[src/rtl/matrix_ascii_parser_if.sv]
// Bundle for the ASCII matrix parser: control/status, UART byte strobe and element write port.
// The slave modport is the parser side; the master modport is the driver/observer side.
interface matrix_ascii_parser_if #(
    parameter int DATA_WIDTH = 9
);
    logic                  start;
    logic                  busy;
    logic                  done;
    logic [1:0]            err_code;
    logic                  rx_valid;
    logic [7:0]            rx_data;
    logic                  wr_en;
    logic [6:0]            wr_addr;
    logic [3:0]            wr_row;
    logic [3:0]            wr_col;
    logic [DATA_WIDTH-1:0] wr_data;

    modport master (
        output start, rx_valid, rx_data,
        input  busy, done, err_code, wr_en, wr_addr, wr_row, wr_col, wr_data
    );

    modport slave (
        input  start, rx_valid, rx_data,
        output busy, done, err_code, wr_en, wr_addr, wr_row, wr_col, wr_data
    );
endinterface

[src/rtl/matrix_ascii_parser.sv]
// Parses whitespace-separated unsigned decimal tokens from a UART byte stream into a matrix,
// issuing one element write per token with linear, row and column indices.
module matrix_ascii_parser #(
    parameter int DATA_WIDTH = 9,
    parameter int ELEM_COUNT = 80,
    parameter int COLS       = 10
) (
    input logic                   clk,
    input logic                   rst_n,
    matrix_ascii_parser_if.slave  bus
);
    localparam int AW = DATA_WIDTH + 4;
    localparam logic [DATA_WIDTH-1:0] MaxVal = '1;

    typedef enum logic [2:0] {StIdle, StSkip, StAccum, StFinish, StHold} state_e;

    state_e                r_state, w_state_d;
    logic [DATA_WIDTH-1:0] r_acc, w_acc_d;
    logic [6:0]            r_cnt, w_cnt_d;
    logic [3:0]            r_row, w_row_d;
    logic [3:0]            r_col, w_col_d;
    logic [1:0]            r_err, w_err_d;
    logic                  r_busy, w_busy_d;
    logic                  r_done, w_done_d;
    logic                  r_wr_en, w_wr_en_d;
    logic [DATA_WIDTH-1:0] r_wr_data, w_wr_data_d;
    logic [6:0]            r_wr_addr, w_wr_addr_d;
    logic [3:0]            r_wr_row, w_wr_row_d;
    logic [3:0]            r_wr_col, w_wr_col_d;

    logic          w_digit;
    logic          w_sep;
    logic [AW-1:0] w_mac;

    assign w_digit = (bus.rx_data >= 8'h30) && (bus.rx_data <= 8'h39);
    assign w_sep   = (bus.rx_data == 8'h20) || (bus.rx_data == 8'h0A) ||
                     (bus.rx_data == 8'h0D) || (bus.rx_data == 8'h09);
    // Four spare bits hold acc*10+9 for any acc below 2^DATA_WIDTH.
    assign w_mac   = AW'(r_acc) * AW'(10) + AW'(bus.rx_data[3:0]);

    always_comb begin
        w_state_d   = r_state;
        w_acc_d     = r_acc;
        w_cnt_d     = r_cnt;
        w_row_d     = r_row;
        w_col_d     = r_col;
        w_err_d     = r_err;
        w_busy_d    = r_busy;
        w_done_d    = 1'b0;
        w_wr_en_d   = 1'b0;
        w_wr_data_d = r_wr_data;
        w_wr_addr_d = r_wr_addr;
        w_wr_row_d  = r_wr_row;
        w_wr_col_d  = r_wr_col;

        unique case (r_state)
            StIdle: begin
                if (bus.start) begin
                    w_acc_d   = '0;
                    w_cnt_d   = '0;
                    w_row_d   = '0;
                    w_col_d   = '0;
                    w_err_d   = 2'b00;
                    w_busy_d  = 1'b1;
                    w_state_d = StSkip;
                end
            end
            StSkip: begin
                if (bus.rx_valid) begin
                    if (w_digit) begin
                        w_acc_d   = DATA_WIDTH'(bus.rx_data[3:0]);
                        w_state_d = StAccum;
                    end else if (!w_sep) begin
                        w_err_d   = 2'b01;
                        w_busy_d  = 1'b0;
                        w_state_d = StHold;
                    end
                end
            end
            StAccum: begin
                if (bus.rx_valid) begin
                    if (w_digit) begin
                        if (w_mac > AW'(MaxVal)) begin
                            w_acc_d = MaxVal;
                            if (r_err != 2'b01) w_err_d = 2'b10;
                        end else begin
                            w_acc_d = w_mac[DATA_WIDTH-1:0];
                        end
                    end else if (w_sep) begin
                        w_wr_en_d   = 1'b1;
                        w_wr_data_d = r_acc;
                        w_wr_addr_d = r_cnt;
                        w_wr_row_d  = r_row;
                        w_wr_col_d  = r_col;
                        w_cnt_d     = r_cnt + 7'd1;
                        // Row/column tracked incrementally so no divider is needed.
                        if (r_col == 4'(COLS - 1)) begin
                            w_col_d = '0;
                            w_row_d = r_row + 4'd1;
                        end else begin
                            w_col_d = r_col + 4'd1;
                        end
                        w_state_d = (r_cnt == 7'(ELEM_COUNT - 1)) ? StFinish : StSkip;
                    end else begin
                        w_err_d   = 2'b01;
                        w_busy_d  = 1'b0;
                        w_state_d = StHold;
                    end
                end
            end
            StFinish: begin
                w_done_d  = 1'b1;
                w_busy_d  = 1'b0;
                w_state_d = StHold;
            end
            StHold: begin
                if (!bus.start) w_state_d = StIdle;
            end
            default: w_state_d = StIdle;
        endcase
    end

    always_ff @(posedge clk or negedge rst_n) begin
        if (!rst_n) begin
            r_state   <= StIdle;
            r_acc     <= '0;
            r_cnt     <= '0;
            r_row     <= '0;
            r_col     <= '0;
            r_err     <= 2'b00;
            r_busy    <= 1'b0;
            r_done    <= 1'b0;
            r_wr_en   <= 1'b0;
            r_wr_data <= '0;
            r_wr_addr <= '0;
            r_wr_row  <= '0;
            r_wr_col  <= '0;
        end else begin
            r_state   <= w_state_d;
            r_acc     <= w_acc_d;
            r_cnt     <= w_cnt_d;
            r_row     <= w_row_d;
            r_col     <= w_col_d;
            r_err     <= w_err_d;
            r_busy    <= w_busy_d;
            r_done    <= w_done_d;
            r_wr_en   <= w_wr_en_d;
            r_wr_data <= w_wr_data_d;
            r_wr_addr <= w_wr_addr_d;
            r_wr_row  <= w_wr_row_d;
            r_wr_col  <= w_wr_col_d;
        end
    end

    assign bus.busy     = r_busy;
    assign bus.done     = r_done;
    assign bus.err_code = r_err;
    assign bus.wr_en    = r_wr_en;
    assign bus.wr_data  = r_wr_data;
    assign bus.wr_addr  = r_wr_addr;
    assign bus.wr_row   = r_wr_row;
    assign bus.wr_col   = r_wr_col;
endmodule

[src/flat_wrapper.sv]
// flat-port wrapper written by rule: the top's interface ports become plain ports
module matrix_ascii_parser_flat 
#(
    parameter int DATA_WIDTH = 9,
    parameter int ELEM_COUNT = 80,
    parameter int COLS       = 10
)
  (clk, rst_n, bus_start, bus_rx_valid, bus_rx_data, bus_busy, bus_done, bus_err_code, bus_wr_en, bus_wr_addr, bus_wr_row, bus_wr_col, bus_wr_data);
  matrix_ascii_parser_if #(.DATA_WIDTH(DATA_WIDTH)) bus_i ();
  input logic clk;
  input logic rst_n;
  input wire logic [$bits(bus_i.start)-1:0] bus_start;
  input wire logic [$bits(bus_i.rx_valid)-1:0] bus_rx_valid;
  input wire logic [$bits(bus_i.rx_data)-1:0] bus_rx_data;
  output wire logic [$bits(bus_i.busy)-1:0] bus_busy;
  output wire logic [$bits(bus_i.done)-1:0] bus_done;
  output wire logic [$bits(bus_i.err_code)-1:0] bus_err_code;
  output wire logic [$bits(bus_i.wr_en)-1:0] bus_wr_en;
  output wire logic [$bits(bus_i.wr_addr)-1:0] bus_wr_addr;
  output wire logic [$bits(bus_i.wr_row)-1:0] bus_wr_row;
  output wire logic [$bits(bus_i.wr_col)-1:0] bus_wr_col;
  output wire logic [$bits(bus_i.wr_data)-1:0] bus_wr_data;
  assign bus_i.start = bus_start;
  assign bus_i.rx_valid = bus_rx_valid;
  assign bus_i.rx_data = bus_rx_data;
  assign bus_busy = bus_i.busy;
  assign bus_done = bus_i.done;
  assign bus_err_code = bus_i.err_code;
  assign bus_wr_en = bus_i.wr_en;
  assign bus_wr_addr = bus_i.wr_addr;
  assign bus_wr_row = bus_i.wr_row;
  assign bus_wr_col = bus_i.wr_col;
  assign bus_wr_data = bus_i.wr_data;
  matrix_ascii_parser #(.DATA_WIDTH(DATA_WIDTH), .ELEM_COUNT(ELEM_COUNT), .COLS(COLS)) u_core (.clk(clk), .rst_n(rst_n), .bus(bus_i));
endmodule
[config.mk]
export PLATFORM = sky130hd
export DESIGN_NAME = matrix_ascii_parser_flat
export DESIGN_NICKNAME = d
export VERILOG_FILES = /design/src/rtl/matrix_ascii_parser_if.sv /design/src/rtl/matrix_ascii_parser.sv /design/src/flat_wrapper.sv
export SDC_FILE = /design/constraint.sdc
export NUM_CORES = 1
export LEC_CHECK = 0
export CAP_MARGIN = 30
export CELL_PAD_IN_SITES_DETAIL_PLACEMENT = 1
export CELL_PAD_IN_SITES_GLOBAL_PLACEMENT = 2
export CORE_UTILIZATION = 38
export CTS_BUF_LIST = sky130_fd_sc_hd__clkbuf_8
export DETAILED_ROUTE_END_ITERATION = 16
export PLACE_DENSITY = 0.85
export RECOVER_POWER = 25
export SYNTH_ARGS = -nofsm -noshare
export SYNTH_HDL_FRONTEND = slang
export SYNTH_SLANG_ARGS = --single-unit
[constraint.sdc]
create_clock -name clk -period 6.7 [get_ports clk]
set_clock_uncertainty 0.1 [all_clocks]
set_input_delay 2.01 -clock clk [delete_from_list [all_inputs] [get_ports clk]]
set_output_delay 2.01 -clock clk [all_outputs]
set_load 0.02 [all_outputs]
==> results.sh, run 1 <==
export IMPL_power_mw=0.861
export IMPL_cts_max_path_buffers=2
export IMPL_wl_mm=7.77
export IMPL_end_kind="flop"
export IMPL_vias=2739
export IMPL_cpMostUsedCell="nand2_1"
export IMPL_maxCapViolCount=1
export IMPL_grt_pass1_vias=2782
export IMPL_grt_pass1_wl_mm=13.5
export IMPL_synth_flop_cell="dfrtp_1"
export IMPL_fin_setup_tns_ns=0
export IMPL_fmax_mhz=214
export IMPL_tightest_slew_ns=3.00
export IMPL_synth_xor_area_share_pct=2.68
export IMPL_pre_cts_slack_ns=1.64
export IMPL_synth_edf_count=0
export IMPL_grt_antenna_before_repair=0
export IMPL_synth_top_family_by_area="simple AND/OR/NAND/NOR gates"
export IMPL_crit_chain="clkdlybuf4s50_1 -> nor4_1 -> nand2_1 -> a2111oi_4 -> and3_1 -> nand2_1 -> nand3_1 -> o21ai_0"
export IMPL_cp_top_family="simple AND/OR/NAND/NOR gates"
export IMPL_syn_inst=364
export IMPL_ys_seq_elements=56
export IMPL_dp_cells=497
export IMPL_cp_start_kind="input port"
export IMPL_dp_hpwl_mm=5.91
export IMPL_track_usage_pct=18.9
export IMPL_fp_coreArea_um2=8260
export IMPL_die_x_um=94.8
export IMPL_gr_total_overflow=0
export IMPL_hold_path_class="flop to flop"
export IMPL_failed_checks="max-capacitance violations, max-slew violations"
export IMPL_final_nets=434
export IMPL_die_y_um=94.8
export IMPL_h_tree_depth=2
export IMPL_antenna_cells=0
export IMPL_start_util_pct=39.6
export IMPL_synth_compound_area_share_pct=19.3
export IMPL_die_area_um2=8990
export IMPL_cp_slowest_cell="and3_1"
export IMPL_syn_area_per_cell_um2=8.99
export IMPL_syn_num_nets=399
export IMPL_slowest_delay_ns=0.81
export IMPL_netlist_area_um2=3270
export IMPL_cts_sinks=56
export IMPL_cp_arrival_ns=4.75
export IMPL_async_reset_ff_share_pct=100
export IMPL_via_per_inst=5.42
export IMPL_fin_ws_ns=2.03
export IMPL_cts_resized=0
export IMPL_clock_root_buffer="clkbuf_8"
export IMPL_hold_viol=0
export IMPL_hold_depth=2
export IMPL_cp_depth=8
export IMPL_io_pins=41
export IMPL_synth_seq_area_share_pct=42.8
export IMPL_p_leak_nw=1.86
export IMPL_holdWs_ns=0.375
export IMPL_period_share_pct=69.6
export IMPL_max_slew_margin_pct=-100
export IMPL_postCtsSetupRepairBufs=0
export IMPL_setup_viol=0
export IMPL_cts_tree="done"
export IMPL_gp_congestion=0.739
export IMPL_final_cells=505
export IMPL_reg2reg_depth=10
export IMPL_synth_top_cell_area_share_pct=42.8
export IMPL_path_class="input port to flop"
export IMPL_antenna_left=0
export IMPL_fp_row_count=33
export IMPL_grt_max_degree=57
export IMPL_synth_most_common_cell="nand2_1"
export IMPL_outcome="finished, violations left"
export IMPL_holdBufCountCts=0
export IMPL_cp_buffers_inverters=1
export IMPL_synth_commonest_cells="nand2_1 (93), dfrtp_1 (56), o21ai_0 (22), ha_1 (21), nor2_1 (19)"
export IMPL_synth_fa_ha_area_share_pct=9.25
export IMPL_drt_initial_drc_count=130
export IMPL_yosysWarnings=0
export IMPL_synth_simple_area_share_pct=22.9
export IMPL_period_needed_ns=4.67
export IMPL_synth_area_top_cells="dfrtp_1 (43%), nand2_1 (11%), ha_1 (8.0%)"
export IMPL_ir_drop_v=0.000122
export IMPL_rsz0062_at_grt="false"
export IMPL_drt_first_pass_iters=4
export IMPL_syn2layout_area_growth_pct=17.4
export IMPL_p_per_area_nw_per_um2=224
export IMPL_numCtsBuffers=5
export IMPL_numPortBuffers=40
export IMPL_synth_distinct_cells=52
export IMPL_maxSlewViolCount=57
export IMPL_worstSkewPairLatency_ns=0.31
export IMPL_wl_per_cell_um=15.4
export IMPL_drive_gt1_share_pct=5.25
export IMPL_yosys_mux_area_fraction_pct=0.306
export IMPL_worstPathMaxFanout=24
export IMPL_cp_data_required_time_ns=6.79
export IMPL_synth_top_area_cell="dfrtp_1"
export IMPL_drc=0
export IMPL_clk_pin_slew_ns=0.10
-- through the flow --
step           area [um^2]  util, %
3_3_place_gp          3750     45.5
5_1_grt               3840     46.5
3_5_place_dp          3750     45.5
4_1_cts               3850     46.6
6_report              3840     46.5
2_1_floorplan         3270        -
-- sequential cells by signal, indices dropped and copies added, names as in the netlist, 4 cells and up --
register and flops:
u_core.r_acc 9, u_core.bus.wr_data 9, u_core.bus.wr_row 4, u_core.r_cnt 7, u_core.bus.wr_col 4, u_core.r_row 4, u_core.r_col 4, u_core.bus.wr_addr 7
-- path summary, 6_finish.rpt --
kind,to,slack [ns],start
setup / recovery,u_core.r_cnt[2],2.03,bus_rx_data[2]
hold / removal,u_core.bus.wr_addr[0],0.38,u_core.bus.wr_addr[0]
setup reg to reg,u_core.r_acc[1],3.39,u_core.r_acc[1]
hold reg to reg,u_core.bus.wr_addr[0],0.38,u_core.bus.wr_addr[0]
max in group asynchronous,u_core.r_acc[0],2.14,rst_n
min in group asynchronous,u_core.bus.wr_addr[5],2.67,rst_n
-- kinds of logic (layout without fill, tap and decap cells) --
group | after synthesis | in the layout
simple gates | 166 | 166
compound gates | 86 | 86
flops | 56 | 56
fa+ha+maj | 23 | 23
buf+inv | 22 | 58
xor+xnor | 10 | 10
mux | 1 | 1
-- power by group --
group / total [mW] / switching [mW] / internal, mW
sequential: 0.394 / 0.0355 / 0.358
clock: 0.193 / 0.118 / 0.0754
combinational: 0.274 / 0.163 / 0.111
-- area by class of cell --
type	instances	area (um^2)
clock buffer	5	68.8
clock inverter	3	22.5
fill	1005	4420
inverter	8	30.0
multi-input combinational	286	1780
sequential	56	1400
tap	105	131
timing repair buffer	42	407
-- worst min-delay path: cells and delay by family, from the launching register on --
kind             cells  cell delay [ns]
and+or+nand+nor      2             0.10
DFF                  1             0.36
-- routing by layer --
layer	GRT usage [%]	routed length, um	vias up
met1	27.2	3920	1339
li1	-	-	1345
met4	3.41	51	0
met3	2.17	226	5
met5	0	0	-
met2	30.8	3580	50
-- cells in the final DEF (no fill, tap or decap), types with 7 or more instances in the layout --
master	netlist	layout
o21ai_1	7	7
o21ai_0	22	22
ha_1	21	21
nand2_1	93	93
o31ai_1	7	7
nand3_1	16	16
inv_1	8	8
a21oi_1	8	8
and3_1	7	7
a21o_1	8	8
clkdlybuf4s50_1	0	39
dfrtp_1	56	56
nor2_1	19	19
No activity file was read; power rests on OpenSTA's default activity.
==> run 2: changes to the inputs <==
- CORE_UTILIZATION: 38 -> 35
- PLACE_DENSITY: 0.85 -> 0.79
- clock period: 6.7 -> 4.5 ns (I/O delays scaled with it)
==> run 2 against run 1 <==
Against the previous run: final area increased by 0.78%; critical endpoint is now u_core.r_acc[2]; critical path type unchanged; via count increased by 1.5%; cell count increased by 0.79%; routed wire length increased by 3.7%; clock power increased by 48%; worst setup slack got worse by 1.5 ns; the run still ends with max-capacitance violations, max-slew violations left; largest cell class unchanged; register-to-register slack got worse by 2.2 ns; non-clock buffer count increased by 2.
==> results.sh, run 2 (synthesis results as in run 1) <==
export IMPL_max_slew_margin_pct=-8.88
export IMPL_fin_setup_tns_ns=0
export IMPL_final_nets=436
export IMPL_seq_area_um2=1400
export IMPL_drt_initial_drc_count=60
export IMPL_period_share_pct=88.3
export IMPL_syn2layout_area_growth_pct=18.4
export IMPL_io_pins=41
export IMPL_rsz0062_at_grt="false"
export IMPL_p_leak_nw=1.87
export IMPL_track_usage_pct=17.7
export IMPL_cts_sinks=56
export IMPL_cp_arrival_ns=4.07
export IMPL_antenna_left=0
export IMPL_fp_coreArea_um2=8890
export IMPL_maxSlewViolCount=31
export IMPL_path_class="input port to flop"
export IMPL_antenna_cells=0
export IMPL_cts_max_path_buffers=2
export IMPL_fp_row_count=34
export IMPL_start_util_pct=36.8
export IMPL_holdWs_ns=0.373
export IMPL_cp_slowest_cell="clkdlybuf4s50_1"
export IMPL_wl_mm=8.06
export IMPL_grt_pass1_wl_mm=13.7
export IMPL_gp_congestion=0.804
export IMPL_cp_data_required_time_ns=4.59
export IMPL_dp_hpwl_mm=6.15
export IMPL_tightest_slew_ns=1.63
export IMPL_cts_tree="done"
export IMPL_power_mw=1.28
export IMPL_outcome="finished, violations left"
export IMPL_hold_path_class="flop to flop"
export IMPL_cts_resized=0
export IMPL_clk_pin_slew_ns=0.10
export IMPL_drt_first_pass_iters=4
export IMPL_die_x_um=98.7
export IMPL_final_cell_mix="nand2_1 (93), dfrtp_1 (56), clkdlybuf4s50_1 (39), o21ai_0 (22), ha_1 (21)"
export IMPL_clock_root_buffer="clkbuf_8"
export IMPL_wl_per_cell_um=15.8
export IMPL_postCtsSetupRepairBufs=0
export IMPL_die_y_um=98.7
export IMPL_fillers=1053
export IMPL_die_area_um2=9740
export IMPL_h_tree_depth=2
export IMPL_cp_start_kind="input port"
export IMPL_crit_chain="clkdlybuf4s50_1 -> ha_1 -> fa_1 -> a21o_1 -> and3b_1 -> a311o_1 -> a31oi_4 -> o21bai_1 -> a221o_1"
export IMPL_slowest_delay_ns=0.50
export IMPL_via_per_inst=5.46
export IMPL_worstPathMaxFanout=9
export IMPL_vias=2781
export IMPL_grt_max_degree=31
export IMPL_numCtsBuffers=5
export IMPL_drive_gt1_share_pct=5.24
export IMPL_worstSkewPairLatency_ns=0.31
export IMPL_layout_commonest_cell="nand2_1"
export IMPL_failed_checks="max-capacitance violations, max-slew violations"
export IMPL_grt_pass1_vias=2873
export IMPL_setup_viol=0
export IMPL_fmax_mhz=252
export IMPL_gr_total_overflow=0
export IMPL_drc=0
export IMPL_grt_antenna_before_repair=0
export IMPL_p_per_area_nw_per_um2=330
export IMPL_multiInputGateArea_um2=1780
export IMPL_period_needed_ns=3.98
export IMPL_end_kind="flop"
export IMPL_ir_drop_v=0.000200
export IMPL_holdBufCountCts=0
export IMPL_hold_viol=0
export IMPL_maxCapViolCount=1
export IMPL_numPortBuffers=40
[run 2: changes by cell type in the layout (fill, tap and decap cells not counted)]
cell      previous run  this run
buf_12               0         1
buf_2                1         0
buf_4                1         2
clkbuf_1             1         2
clkbuf_8             5         6
clkinv_2             1         0
inv_6                1         0
[run 2: worst max-delay path, delay by kind of cell]
family,cells,cell delay [ns]
buffers and inverters,1,0.50
adder cells (fa/ha/maj),2,0.69
AND/OR/NAND/NOR,1,0.23
AO/OA/AOI/OAI,5,1.28
[run 2: through the flow]
stage	setup WS (ns)	instance area, um^2	utilization [%]	instances
floorplan	0.966	3270	-	364
global placement	0.296	3790	42.6	502
finish	0.525	3870	43.6	509
global route	0.242	3870	43.6	509
CTS	0.545	3880	43.6	509
detailed placement	0.218	3790	42.6	502
[run 2: worst paths after layout]
| kind | start | depth (start not counted) | slack, ns | end |
|---|---|---|---|---|
| setup / recovery | bus_rx_data[1] | 9 | 0.52 | u_core.r_acc[2] |
| hold / removal | u_core.bus.wr_col[0] | 2 | 0.37 | u_core.bus.wr_col[0] |
| setup reg to reg | u_core.r_acc[1] | 10 | 1.15 | u_core.r_acc[2] |
| hold reg to reg | u_core.bus.wr_col[0] | 2 | 0.37 | u_core.bus.wr_col[0] |
| max in group asynchronous | rst_n | 2 | 0.85 | u_core.bus.wr_data[0] |
| min in group asynchronous | rst_n | 1 | 1.27 | u_core.bus.wr_row[3] |
[run 2: layer usage]
layer	track usage, %	wire length, um	up-vias	part of all wire (%)
met5	0	0	-	0
met4	4.36	57	0	0.71
met3	2.55	220	7	2.7
met2	28.8	3710	44	46
met1	24.9	4080	1376	51
li1	-	-	1354	-
[run 2: area by class of cell]
type / count / area share (%)
multi-input combinational: 286 / 46.0
sequential: 56 / 36.2
timing repair buffer: 44 / 11.2
tap: 108 / 3.49
clock buffer: 6 / 2.13
inverter: 8 / 0.775
clock inverter: 1 / 0.226
[run 2: power breakdown]
part	leakage (nW)	total [mW]	internal (mW)	switching, mW
sequential	0.772	0.586	0.533	0.0526
clock	0.0473	0.285	0.123	0.162
combinational	1.05	0.405	0.165	0.240
